**config.mk**
```make
export PLATFORM = sky130hd
export DESIGN_NAME = uart_mmio_peripheral
export DESIGN_NICKNAME = d
export VERILOG_FILES = /design/src/rtl/uart_pkg.sv /design/src/rtl/uart_sync_fifo.sv /design/src/rtl/uart_mmio_peripheral.sv
export SDC_FILE = /design/constraint.sdc
export NUM_CORES = 1
export LEC_CHECK = 0
export CAP_MARGIN = 20
export CORE_AREA = 2 2 179 181
export CTS_CLUSTER_SIZE = 14
export DETAILED_ROUTE_END_ITERATION = 6
export DIE_AREA = 0 0 181 183
export DONT_BUFFER_PORTS = 1
export PLACE_DENSITY_LB_ADDON = 0.25
export SLEW_MARGIN = 5
export SYNTH_ARGS = -nofsm -noshare
export SYNTH_HDL_FRONTEND = slang
export SYNTH_HIERARCHICAL = 1
export SYNTH_SLANG_ARGS = --single-unit
```
**constraint.sdc**
```tcl
create_clock -name clk -period 2.5 [get_ports clk]
set_input_delay 0.25 -clock clk [delete_from_list [all_inputs] [get_ports clk]]
set_output_delay 0.25 -clock clk [all_outputs]
set_load 0.05 [all_outputs]
```
**src/rtl/uart_pkg.sv**
```systemverilog
// Shared types and register-map constants for the MMIO UART peripheral.
package uart_pkg;

    typedef enum logic [1:0] {
        IDLE,
        START,
        DATA,
        STOP
    } uart_state_t;

    // Low address bits of the data and status registers as decoded by the
    // memory controller.
    localparam logic [11:0] UART_DATA_ADDR = 12'h400;
    localparam logic [11:0] UART_STAT_ADDR = 12'h404;

    // Bit positions of the flags within the status word.
    localparam int RX_PRESENT_BIT = 0;
    localparam int TX_FULL_BIT    = 1;

endpackage

```
**src/rtl/uart_sync_fifo.sv**
```systemverilog
// Single-clock FIFO with extra-MSB pointers. The head entry is presented
// combinationally on dout; a pop only advances the read pointer.
module uart_sync_fifo #(
    parameter int WIDTH = 8,
    parameter int DEPTH = 16
) (
    input  logic             clk,
    input  logic             rst_n,
    input  logic             push,
    input  logic [WIDTH-1:0] din,
    input  logic             pop,
    output logic [WIDTH-1:0] dout,
    output logic             full,
    output logic             empty
);

    localparam int AW = $clog2(DEPTH);
    localparam logic [AW:0] PTR_ONE = {{AW{1'b0}}, 1'b1};

    logic [AW:0]      wr_ptr;
    logic [AW:0]      rd_ptr;
    logic [WIDTH-1:0] mem [DEPTH];
    logic             do_push;
    logic             do_pop;

    // Full and empty are both judged on the pointers as they stand this
    // cycle, so a same-cycle pop never makes room for a push.
    assign full    = (wr_ptr[AW] != rd_ptr[AW]) && (wr_ptr[AW-1:0] == rd_ptr[AW-1:0]);
    assign empty   = (wr_ptr == rd_ptr);
    assign do_push = push && !full;
    assign do_pop  = pop && !empty;
    assign dout    = mem[rd_ptr[AW-1:0]];

    // Pointer update; both pointers wrap naturally through the extra MSB.
    always_ff @(posedge clk or negedge rst_n) begin
        if (!rst_n) begin
            wr_ptr <= '0;
            rd_ptr <= '0;
        end else begin
            if (do_push) wr_ptr <= wr_ptr + PTR_ONE;
            if (do_pop)  rd_ptr <= rd_ptr + PTR_ONE;
        end
    end

    // Storage write; contents need no reset since empty gates every read.
    always_ff @(posedge clk) begin
        if (do_push) mem[wr_ptr[AW-1:0]] <= din;
    end

endmodule

```
**src/rtl/uart_mmio_peripheral.sv**
```systemverilog
// MMIO UART: TX FIFO feeding an 8N1 serialiser, 8N1 deserialiser feeding
// an RX FIFO, plus the registered read port and sticky overrun flag.
//
// state | meaning (TX FSM)
// IDLE  | waiting for TX FIFO data; pops the head into the shift register
// START | driving the start bit (low) for one bit period
// DATA  | shifting out 8 data bits LSB first, one bit period each
// STOP  | driving the stop bit (high) for one bit period
//
// state | meaning (RX FSM)
// IDLE  | waiting for a low level on the synchronised line
// START | waiting half a bit to re-check the start bit (false-start filter)
// DATA  | sampling 8 data bits at mid-bit, LSB first
// STOP  | sampling the stop bit at mid-bit; push the byte if it is high
module uart_mmio_peripheral
    import uart_pkg::*;
#(
    parameter int CLKS_PER_BIT = 868,
    parameter int FIFO_DEPTH   = 16
) (
    input  logic       clk,
    input  logic       rst_n,
    input  logic       tx_wen,
    input  logic [7:0] uart_din,
    input  logic       rx_ren,
    output logic [7:0] uart_dout,
    output logic       tx_full,
    output logic       rx_data_present,
    output logic       rx_overrun,
    input  logic       rx,
    output logic       tx
);

    localparam int CW = $clog2(CLKS_PER_BIT);
    localparam logic [CW-1:0] CNT_ONE   = {{(CW-1){1'b0}}, 1'b1};
    localparam logic [CW-1:0] BIT_LAST  = CW'(CLKS_PER_BIT - 1);
    localparam logic [CW-1:0] HALF_LAST = CW'(CLKS_PER_BIT / 2 - 1);

    // FIFO hookups
    logic       tx_pop;
    logic [7:0] tx_head;
    logic       tx_empty;
    logic       rx_push;
    logic [7:0] rx_head;
    logic       rx_full;
    logic       rx_empty;

    // TX FSM
    uart_state_t tx_state, tx_state_nxt;
    logic [CW-1:0] tx_cnt, tx_cnt_nxt;
    logic [2:0]    tx_bit, tx_bit_nxt;
    logic [7:0]    tx_shift, tx_shift_nxt;
    logic          tx_line_nxt;

    // RX FSM
    logic [1:0]    rx_sync;
    logic          rx_s;
    uart_state_t rx_state, rx_state_nxt;
    logic [CW-1:0] rx_cnt, rx_cnt_nxt;
    logic [2:0]    rx_bit, rx_bit_nxt;
    logic [7:0]    rx_shift, rx_shift_nxt;

    uart_sync_fifo #(.WIDTH(8), .DEPTH(FIFO_DEPTH)) u_tx_fifo (
        .clk   (clk),
        .rst_n (rst_n),
        .push  (tx_wen),
        .din   (uart_din),
        .pop   (tx_pop),
        .dout  (tx_head),
        .full  (tx_full),
        .empty (tx_empty)
    );

    uart_sync_fifo #(.WIDTH(8), .DEPTH(FIFO_DEPTH)) u_rx_fifo (
        .clk   (clk),
        .rst_n (rst_n),
        .push  (rx_push),
        .din   (rx_shift),
        .pop   (rx_ren),
        .dout  (rx_head),
        .full  (rx_full),
        .empty (rx_empty)
    );

    assign rx_data_present = !rx_empty;
    assign rx_s            = rx_sync[1];

    // TX state, counters and the registered serial line.
    always_ff @(posedge clk or negedge rst_n) begin
        if (!rst_n) begin
            tx_state <= IDLE;
            tx_cnt   <= '0;
            tx_bit   <= '0;
            tx_shift <= '0;
            tx       <= 1'b1;
        end else begin
            tx_state <= tx_state_nxt;
            tx_cnt   <= tx_cnt_nxt;
            tx_bit   <= tx_bit_nxt;
            tx_shift <= tx_shift_nxt;
            tx       <= tx_line_nxt;
        end
    end

    // TX next-state; the line level is derived from the next state so tx
    // changes on the same edge as the state.
    always_comb begin
        tx_state_nxt = tx_state;
        tx_cnt_nxt   = tx_cnt;
        tx_bit_nxt   = tx_bit;
        tx_shift_nxt = tx_shift;
        tx_pop       = 1'b0;
        case (tx_state)
            IDLE: begin
                tx_cnt_nxt = '0;
                if (!tx_empty) begin
                    tx_pop       = 1'b1;
                    tx_shift_nxt = tx_head;
                    tx_state_nxt = START;
                end
            end
            START: begin
                if (tx_cnt == BIT_LAST) begin
                    tx_cnt_nxt   = '0;
                    tx_bit_nxt   = '0;
                    tx_state_nxt = DATA;
                end else begin
                    tx_cnt_nxt = tx_cnt + CNT_ONE;
                end
            end
            DATA: begin
                if (tx_cnt == BIT_LAST) begin
                    tx_cnt_nxt   = '0;
                    tx_shift_nxt = {1'b0, tx_shift[7:1]};
                    if (tx_bit == 3'd7) begin
                        tx_state_nxt = STOP;
                    end else begin
                        tx_bit_nxt = tx_bit + 3'd1;
                    end
                end else begin
                    tx_cnt_nxt = tx_cnt + CNT_ONE;
                end
            end
            STOP: begin
                if (tx_cnt == BIT_LAST) begin
                    tx_cnt_nxt   = '0;
                    tx_state_nxt = IDLE;
                end else begin
                    tx_cnt_nxt = tx_cnt + CNT_ONE;
                end
            end
            default: tx_state_nxt = IDLE;
        endcase

        case (tx_state_nxt)
            START:   tx_line_nxt = 1'b0;
            DATA:    tx_line_nxt = tx_shift_nxt[0];
            default: tx_line_nxt = 1'b1;
        endcase
    end

    // Two-flop synchroniser; resets to the idle (high) line level.
    always_ff @(posedge clk or negedge rst_n) begin
        if (!rst_n) rx_sync <= 2'b11;
        else        rx_sync <= {rx_sync[0], rx};
    end

    // RX state and counters.
    always_ff @(posedge clk or negedge rst_n) begin
        if (!rst_n) begin
            rx_state <= IDLE;
            rx_cnt   <= '0;
            rx_bit   <= '0;
            rx_shift <= '0;
        end else begin
            rx_state <= rx_state_nxt;
            rx_cnt   <= rx_cnt_nxt;
            rx_bit   <= rx_bit_nxt;
            rx_shift <= rx_shift_nxt;
        end
    end

    // RX next-state; leaving STOP right after the mid-bit sample gives half a
    // bit of slack to catch a back-to-back start edge.
    always_comb begin
        rx_state_nxt = rx_state;
        rx_cnt_nxt   = rx_cnt;
        rx_bit_nxt   = rx_bit;
        rx_shift_nxt = rx_shift;
        rx_push      = 1'b0;
        case (rx_state)
            IDLE: begin
                rx_cnt_nxt = '0;
                if (!rx_s) rx_state_nxt = START;
            end
            START: begin
                if (rx_cnt == HALF_LAST) begin
                    rx_cnt_nxt = '0;
                    if (!rx_s) begin
                        rx_bit_nxt   = '0;
                        rx_state_nxt = DATA;
                    end else begin
                        rx_state_nxt = IDLE;
                    end
                end else begin
                    rx_cnt_nxt = rx_cnt + CNT_ONE;
                end
            end
            DATA: begin
                if (rx_cnt == BIT_LAST) begin
                    rx_cnt_nxt   = '0;
                    rx_shift_nxt = {rx_s, rx_shift[7:1]};
                    if (rx_bit == 3'd7) begin
                        rx_state_nxt = STOP;
                    end else begin
                        rx_bit_nxt = rx_bit + 3'd1;
                    end
                end else begin
                    rx_cnt_nxt = rx_cnt + CNT_ONE;
                end
            end
            STOP: begin
                if (rx_cnt == BIT_LAST) begin
                    rx_cnt_nxt   = '0;
                    rx_push      = rx_s;
                    rx_state_nxt = IDLE;
                end else begin
                    rx_cnt_nxt = rx_cnt + CNT_ONE;
                end
            end
            default: rx_state_nxt = IDLE;
        endcase
    end

    // Read port: popped byte is held until the next pop; empty pops read 0.
    always_ff @(posedge clk or negedge rst_n) begin
        if (!rst_n)      uart_dout <= 8'h00;
        else if (rx_ren) uart_dout <= rx_empty ? 8'h00 : rx_head;
    end

    // Sticky overrun; a drop in the same cycle as a read keeps the flag set.
    always_ff @(posedge clk or negedge rst_n) begin
        if (!rst_n)                  rx_overrun <= 1'b0;
        else if (rx_push && rx_full) rx_overrun <= 1'b1;
        else if (rx_ren)             rx_overrun <= 1'b0;
    end

endmodule
```
== Word level (Yosys, flattened, before mapping) ==
Memories as Yosys holds them, arrays and structs flattened.
Index checks and enable logic that the tools add are counted.

* $add $sub $neg: 8
* Equality and inequality tests: 30
* Muxes and demuxes: 42
* Reduce and logical (&&, ||, !) cells: 24

{| class="wikitable"
|+ Operator list
! cell !! number
|-
| $mux W10 || 3
|-
| $pmux W10 S3 || 1
|-
| $mux W8 || 3
|-
| $mux W2 || 11
|-
| $ne A2 B2 Y1 const B || 11
|-
| $mux W3 || 7
|-
| $add A10 B1 Y10 const B || 2
|-
| $add A5 B1 Y5 const B || 4
|-
| $eq A10 B10 Y1 const B || 2
|-
| $pmux W10 S2 || 1
|-
| $pmux W2 S4 || 2
|-
| $pmux W8 S2 || 1
|-
| $pmux W3 S2 || 2
|-
| $eq A10 B9 Y1 const B || 1
|-
| $eq A2 B2 Y1 const B || 5
|-
| $eq A5 B5 Y1 || 2
|-
| $mux W1 || 10
|-
| $reduce_and A5 Y1 || 2
|-
| $eq A4 B4 Y1 || 2
|-
| $reduce_bool A2 Y1 || 4
|-
| $logic_and A1 B1 Y1 || 7
|-
| $add A3 B1 Y3 const B || 2
|-
| $eq A2 B1 Y1 const B || 3
|-
| $eq A3 B3 Y1 const B || 2
|-
| 9 further kinds || 14
|}

* Bits in registers: 78
* Bits in writable memories: 256
* Bits of input ports: 13
* Output and inout bits: 12
* Logic and storage cells: 123
* Memories kept: 2

{| class="wikitable"
|+ Memories
! name !! words !! width !! read ports !! clocked after memory_dff !! wr ports !! RTL line !! RTL
|-
| u_rx_fifo.mem || 16 || 8 || 1 || 0 || 1 || uart_sync_fifo.sv:22 || <nowiki>logic [WIDTH-1:0] mem [DEPTH];</nowiki>
|-
| u_tx_fifo.mem || 16 || 8 || 1 || 0 || 1 || uart_sync_fifo.sv:22 ||
|}

== Depth between registers and ports, before layout ==
* Depth after elaboration: 6
* Mapped depth: 10
* Mapped depth without buffers: 8

== Cells and area by module ==
Netlist, hierarchy kept.

{| class="wikitable"
|+ By module, submodules not included
! module !! times used !! cells each !! area an instance (um^2) !! seq. area each (um^2)
|-
| uart_sync_fifo at u_tx_fifo || 1 || 278 || 5626.6 || 4093.9
|-
| uart_sync_fifo at u_rx_fifo || 1 || 278 || 5611.6 || 4093.9
|-
| uart_mmio_peripheral || 1 || 247 || 2683.8 || 1455.1
|}

== Least setup slack after synthesis ==
OpenSTA, ideal clock, no wires.

* Kind: register to register
* Start point: register rx_cnt[3]
* End point: memory u_rx_fifo.mem[0][0] (enable)
* Setup time: 395 ps
* Arrival: 2339 ps
* Required time: 2105 ps
* Path slack: -234 ps
* Cell stages (with the launch flop): 7
* Path buffers: 0
* Period minus slack after synthesis: 2734 ps
* Cell sequence: dfrtp_1 > nor3b_4 > nand4_1 > nor4b_2 > and3_1 > nand2_1 > nor4_1

* Word-level cells in the longest chain between the ends: 6

{| class="wikitable"
|+ Ends and longest elaborated chain
! element !! RTL line !! RTL
|-
| start, declared || uart_mmio_peripheral.sv:59 || <nowiki>logic [CW-1:0] rx_cnt, rx_cnt_nxt;</nowiki>
|-
| start signal, assigned || uart_mmio_peripheral.sv:177 || <nowiki>rx_cnt <= rx_cnt_nxt;</nowiki>
|-
| $eq A10 B10 Y1 || uart_mmio_peripheral.sv:223 || <nowiki>if (rx_cnt == BIT_LAST) begin</nowiki>
|-
| $mux W1 || uart_mmio_peripheral.sv:223 ||
|-
| $mux W1 || uart_mmio_peripheral.sv:191 || <nowiki>case (rx_state)</nowiki>
|-
| via rx_push || uart_mmio_peripheral.sv:43 || <nowiki>logic rx_push;</nowiki>
|-
| $logic_and A1 B1 Y1 || uart_sync_fifo.sv:30 || <nowiki>assign do_push = push && !full;</nowiki>
|-
| $mux W1 || uart_sync_fifo.sv:47 || <nowiki>if (do_push) mem[wr_ptr[AW-1:0]] <= din;</nowiki>
|-
| $mux W1 (implied by the code) || uart_sync_fifo.sv:47 ||
|-
| end, declared || uart_sync_fifo.sv:22 ||
|}

The timed path passes the listed nets, and every way through them passes these cells.

== Worst setup path after layout ==
* Start point: register u_tx_fifo.rd_ptr[1]
* End point: output tx_full

* Word-level cells in the longest chain between the ends: 2

{| class="wikitable"
|+ Ends and longest elaborated chain
! element !! RTL line !! RTL
|-
| start, declared || uart_sync_fifo.sv:21 || <nowiki>logic [AW:0] rd_ptr;</nowiki>
|-
| start signal, assigned || uart_sync_fifo.sv:41 || <nowiki>if (do_pop) rd_ptr <= rd_ptr + PTR_ONE;</nowiki>
|-
| $eq A4 B4 Y1 || uart_sync_fifo.sv:28 || <nowiki>assign full = (wr_ptr[AW] != rd_ptr[AW]) && (wr_ptr[AW-1:0] == rd_ptr[AW-1:0]);</nowiki>
|-
| $logic_and A1 B1 Y1 || uart_sync_fifo.sv:28 ||
|-
| end, declared || uart_mmio_peripheral.sv:27 || <nowiki>output logic tx_full,</nowiki>
|}

No other way between the ends.

==> impl_metrics.toml <==
[power]
p_per_area_nw_per_um2 = 900.8
total_power_uw = 14440
p_leak_uw = 0.005337
vdd_drop_max_mv = 0.6602

[worst_setup_path]
cp-startpoint = "u_tx_fifo/rd_ptr[1]$_DFFE_PN0P_"
rr_endpoint = "tx$_DFF_PN1_"
cp-start-kind = "flop"
path_delay_family = "buffers and inverters"
crit_slowest_cell = "dfrtp_2"
crit_path_end = "tx_full"
crit_cells = 5
worstPathBufferInverterCount = 2
worst-setup-path-type = "flop to output port"
cpMostUsedCell = "buf_4"
reg2reg_slack_ns = 0.24
max_stage_delay_ns = 0.43
r2r_cells = 7
cp.arrival_ns = 2.03
regToRegStartpoint = "u_tx_fifo/rd_ptr[1]$_DFFE_PN0P_"
cp_data_required_time_ns = 2.25
endpoint_kind = "output port"
path_max_fanout = 14
worstPathCellList = "xnor2_1 -> nand4_1 -> buf_4 -> nor2_4 -> buf_4"

[clock_network]
path_clk_slew_ns = 0.06
clock_sinks = 334
cts-root-buf = "clkbuf_16"
clkLatencyLatePin_ns = 0.52
cts_buffer_depth = 3
tritoncts = "yes"
htree_levels = 2
cts_made_buffers = 36

[place]
gp_congestion = 0.7770
dp_slack_ns = 0.1598
hpwlAfterDp_um = 17960
numPlacedInstances = 1223
port_buffers = 0
dpl_cell_area_sq_um = 14610

[drt]
wl_per_cell_um = 21.17
first_pass_iters = 5
vias = 7252
ant_nets = 0
finalWirelength_um = 27610
remaining_drc_errors = 0
drt_iter0_markers = 452
vias_per_cell = 5.561

[cells_and_area]
areaGrowthSynthToFinish_pct = 15.11
layout_commonest_cell = "edfxtp_1"
layout-drive-gt1-share = 0.2078
final_cell_mix = "edfxtp_1 (256), dfrtp_1 (73), nand2_1 (61), buf_4 (56), nor2_1 (41)"
fin_util = 0.5131
final_cells = 1304
final_area_sq_um = 16030
final_nets = 903

[status]
status = "complete, no violations"

[timing]
fmaxAchievable_ghz = 0.4393
slew_headroom = 0.4037
tightest_slew_ns = 0.8912
fin_crit_sh = 0.9105
setup_viol = 0
fin_skew_ns = 0.01509
hold_viol = 0
drv_slew = 0
grt_setup_unrepaired = "no"
fin_ws_ns = 0.2237
fin_crit_ns = 2.276

[min_path]
hold_path_class = "primary input to flop"

[run]
maxCapViolations = 0

[yosys]
ys_seq_area_frac = 0.6926
yosysWarnings = 6
syn-num-nets = 833
netlist_area_sq_um = 13920
synthFlopType = "edfxtp_1"
syn_inst = 803
ys_types = 58
ys_seq_elements = 334
syn_avg_cell_area_sq_um = 17.34
synthArstFlopShare = 0.2335
synth_edf_count = 256

[die]
die_width_um = 181
die_area_sq_um = 33120
die_h_um = 183
io_pins = 25
core_area_sq_um = 31230
std_cell_rows = 65
start_util = 0.4458

[grt]
gr-total-overflow = 0
antenna_found_initial = 2
grt_pass1_vias = 7639
grt_pass1_wl_um = 43660
grt_max_degree = 79
track_usage = 0.1711
[registers in the layout (all words and copies together) (netlist names), named ones only]
signal,count
rx_overrun,1
u_tx_fifo/wr_ptr,5
tx_shift,8
rx_bit,3
u_tx_fifo/rd_ptr,5
tx_bit,3
u_tx_fifo/mem,128
tx_state,2
tx_cnt,10
rx_state,1
rx_sync,2
tx,1
u_rx_fifo/wr_ptr,5
rx_cnt,10
rx_shift,8
uart_dout,8
u_rx_fifo/rd_ptr,5
u_rx_fifo/mem,128
[final cells by class]
cell class	instances	area, sq um
sequential	334	9648
antenna	2	5.005
inverter	9	35.03
timing repair buffer	72	628.1
clock buffer	42	944.7
tap	402	503.0
fill	2556	15200
multi-input combinational	420	3960
clock inverter	23	301.5
[cells by family (layout without fill, tap and decap cells)]
group | Yosys count | count (layout) | synth area share
other cells | 0 | 2 | 0
simple gates | 202 | 202 | 0.07477
flops | 334 | 334 | 0.6926
fa+ha+maj | 17 | 17 | 0.01528
xor+xnor | 41 | 41 | 0.02579
mux | 76 | 76 | 0.1219
compound gates | 84 | 84 | 0.04458
buf+inv | 49 | 146 | 0.02507
[synthesized netlist by cell type (all sizes together), types with 2 or more instances]
cell | instances | area share
nor4 | 6 | 0.0027
xnor2 | 34 | 0.021
and4 | 3 | 0.0019
inv | 8 | 0.0022
edfxtp | 256 | 0.55
nor3b | 3 | 0.0024
nor2 | 44 | 0.013
a21oi | 4 | 0.0014
o311ai | 2 | 0.0013
dfrtp | 75 | 0.13
nand2 | 61 | 0.016
nand3 | 9 | 0.0032
clkbuf | 8 | 0.0022
clkdlybuf4s25 | 4 | 0.0029
nor2b | 11 | 0.0049
mux2 | 12 | 0.0097
a22oi | 38 | 0.020
xor2 | 7 | 0.0044
nand2b | 4 | 0.0018
and3 | 9 | 0.0040
nor4bb | 2 | 0.0025
dfstp | 3 | 0.0057
o31ai | 2 | 0.0011
a22o | 3 | 0.0019
nor3 | 24 | 0.0090
o21ai | 14 | 0.0053
and2b | 2 | 0.0011
o211ai | 8 | 0.0050
and2 | 6 | 0.0027
buf | 28 | 0.018
nand4 | 12 | 0.0054
a31o | 8 | 0.0050
ha | 17 | 0.015
or2 | 2 | 0.00090
a32oi | 3 | 0.0019
mux4 | 64 | 0.11
[metrics by stage]
step / setup TNS, ns / hold slack [ns]
2_1_floorplan: -1.277 / -0.04559
3_3_place_gp: 0 / -0.03917
3_5_place_dp: 0 / -0.03893
4_1_cts: 0 / 0.05321
5_1_grt: 0 / 0.07214
6_report: 0 / 0.06686
[what timing repair did]
item,in CTS,in global routing
gates resized for setup,2,2
setup buffers,1,0
endpoints found under the setup margin,1,41
cloned,0,0
endpoints found under the hold margin,223,0
pin swaps,1,0
hold buffers,13,0
[worst reg2reg max path, cell delays in order, from the launching register on]
cell	delay (ns)
dfrtp_2	0.39
buf_12	0.25
mux4_1	0.65
a22oi_1	0.24
nand2_1	0.12
a32oi_1	0.23
a22o_1	0.17
nand3_1	0.11
[power by group]
| group | leakage [uW] | internal, uW | switching, uW |
|---|---|---|---|
| logic | 0.00168 | 1040 | 1300 |
| registers | 0.00306 | 6360 | 193 |
| clock network | 0.000599 | 3440 | 2100 |
[worst min-delay path by stage]
stage	from	end	slack, ns	depth (start not counted)
after floorplan	rst_n	async pin	-0.05	0
after global placement	rst_n	u_rx_fifo/rd_ptr[2]$_DFFE_PN0P_	-0.04	0
after detailed placement	rst_n	u_rx_fifo/rd_ptr[4]$_DFFE_PN0P_	-0.04	0
after CTS	tx_wen	u_tx_fifo/wr_ptr[4]$_DFFE_PN0P_	0.05	2
after global routing	tx_wen	u_tx_fifo/wr_ptr[4]$_DFFE_PN0P_	0.07	2
final	tx_wen	u_tx_fifo/wr_ptr[4]$_DFFE_PN0P_	0.07	2
[routing by layer]
layer,global-route usage,vias up,wire length [um]
met3,0.02919,45,1111
met5,0,-,0
met2,0.3189,165,14780
li1,-,3327,-
met4,0.04878,0,502
met1,0.2047,3715,11220
No activity file was read; power rests on OpenSTA's default activity.
==> RTL change, RTL diff (same flow settings) <==
Register the output `tx` once more, without a reset; this adds one clock of latency there. The other outputs are not delayed to match.
--- a/src/rtl/uart_mmio_peripheral.sv
+++ b/src/rtl/uart_mmio_peripheral.sv
@@ -36,6 +36,8 @@
     localparam logic [CW-1:0] BIT_LAST  = CW'(CLKS_PER_BIT - 1);
     localparam logic [CW-1:0] HALF_LAST = CW'(CLKS_PER_BIT / 2 - 1);
 
+    logic tx_s0;
+
     // FIFO hookups
     logic       tx_pop;
     logic [7:0] tx_head;
@@ -92,13 +94,13 @@
             tx_cnt   <= '0;
             tx_bit   <= '0;
             tx_shift <= '0;
-            tx       <= 1'b1;
+            tx_s0    <= 1'b1;
         end else begin
             tx_state <= tx_state_nxt;
             tx_cnt   <= tx_cnt_nxt;
             tx_bit   <= tx_bit_nxt;
             tx_shift <= tx_shift_nxt;
-            tx       <= tx_line_nxt;
+            tx_s0    <= tx_line_nxt;
         end
     end
 
@@ -245,4 +247,8 @@
         else if (rx_ren)             rx_overrun <= 1'b0;
     end
 
+    always_ff @(posedge clk) begin
+        tx <= tx_s0;
+    end
+
 endmodule
Behaviour: not the same (a bounded check fails within 4 cycles, from zero or initial values and one cycle with rst_n low).
==> RTL change against the unedited design <==
Synthesized area rose by 0.14%; synthesized cell count is 0.12% higher; critical endpoint is now rx_data_present; combinational power decreased by 2%; design area rose by 0.14%; sequential share of layout area about the same; total power is 1.3% lower; hold slack better by 0.060 ns; critical path depth is 1 higher; critical path type unchanged; setup slack worse by 0.065 ns; cell count increased by 0.54%; die area is the same; routed wire length is 3.7% higher; sequential cell count rose by 1.
==> RTL change: results (changes against the unedited design) <==
metric;value;unit;change
drive_gt1_share;21.6;%;+0.78 points
worst_ir_drop_vdd;0.623;mV;-5.7%
firstDrtPassIters;4;;-1
p_sw_share;25.4;%;+0.47 points
grt_pass1_wl;45.2;mm;+3.6%
signal_buffers;79;;+9.7%
seq_share;60.3;%;about the same
wl_per_cell;21.8;µm;+3.1%
outcome;completed;;
fin_cells;1311;;+0.54%
dp_hpwl;18.4;mm;+2.2%
fin_nets;911;;+0.89%
clkCellAreaFrac;7.45;%;-0.32 points
power.share.sequential;46.7;%;+1.3 points
layout.nonclk_buf_share;4.21;%;+0.29 points
synth_area_leaders;edfxtp_1 55%, dfrtp_1 13%, mux4_1 6.0%;;
worstPathArrival;2.09;ns;+0.06 ns
ys_types;59;;+1.7%
via_count;7442;;+2.6%
cts_resized;4;;+2
p_clk_share;37.3;%;-1.1 points
dp_cells;1226;;+0.25%
pre_cts_slack;0.113;ns;-0.0466 ns
gp_congestion;0.804;;+3.4%
grtUsageTotal;17.8;%;+0.72 points
grt_antenna_before_repair;0;;-2
n_fill_cell;2555;;-0.039%
crit_fanout;11;;-3
synthArstFlopShare;23.3;%;-0.070 points
clock_buffers;48;;+14%
grt_pass1_vias;7773;;+1.8%
yosysSeqAreaShare;69.3;%;about the same
slew_headroom;41.6;%;+1.2 points
ys_ff_latch;335;;+0.30%
cellLeakagePower;0.00536;µW;+0.39%
[RTL change: kinds of logic after synthesis]
kind of cell,Yosys count,share of synthesized area [%]
flops,335,69.3
simple gates,202,7.47
compound gates,84,4.45
mux,76,12.2
buf+inv,49,2.50
xor+xnor,41,2.58
fa+ha+maj,17,1.53
[RTL change: stage by stage]
| stage | utilization [%] | total power [µW] | hold slack (ns) | instance area, µm² | TNS, ns |
|---|---|---|---|---|---|
| 4_1_cts | 51.2 | 14400 | 0.107 | 16000 | 0 |
| 5_1_grt | 51.4 | 14900 | 0.136 | 16000 | 0 |
| 2_1_floorplan | - | 8340 | -0.0456 | 14000 | -1.28 |
| 3_5_place_dp | 46.9 | 8960 | -0.0398 | 14600 | 0 |
| 3_3_place_gp | 46.9 | 8890 | -0.0403 | 14600 | 0 |
| 6_report | 51.4 | 14200 | 0.127 | 16000 | 0 |
[RTL change: routing by layer]
metal	GRT usage [%]	wire length [µm]
met1	23.2	12200
met2	31.0	14500
met3	3.00	1280
met4	5.46	708
met5	0	0
[RTL change: worst max-delay path: stages, from the launching register on]
cell	delay [ns]
dfrtp_2	0.51
xnor2_1	0.20
nand4_1	0.15
buf_4	0.19
nor2_1	0.12
clkinv_2	0.17
buf_4	0.23
[RTL change: worst paths after layout]
path	cells after the start	to	startpoint	slack, ns
worst max-delay path	6	rx_data_present	u_rx_fifo/rd_ptr[2]	0.16
worst min-delay path	2	u_tx_fifo/wr_ptr[4]	tx_wen	0.13
worst max register to register	7	u_rx_fifo/mem[4][7]	rx_cnt[3]	0.23
worst min register to register	0	rx_sync[1]	rx_sync[0]	0.37
max in group asynchronous	2	tx_s0	rst_n	1.81
min in group asynchronous	2	u_rx_fifo/rd_ptr[1]	rst_n	0.32
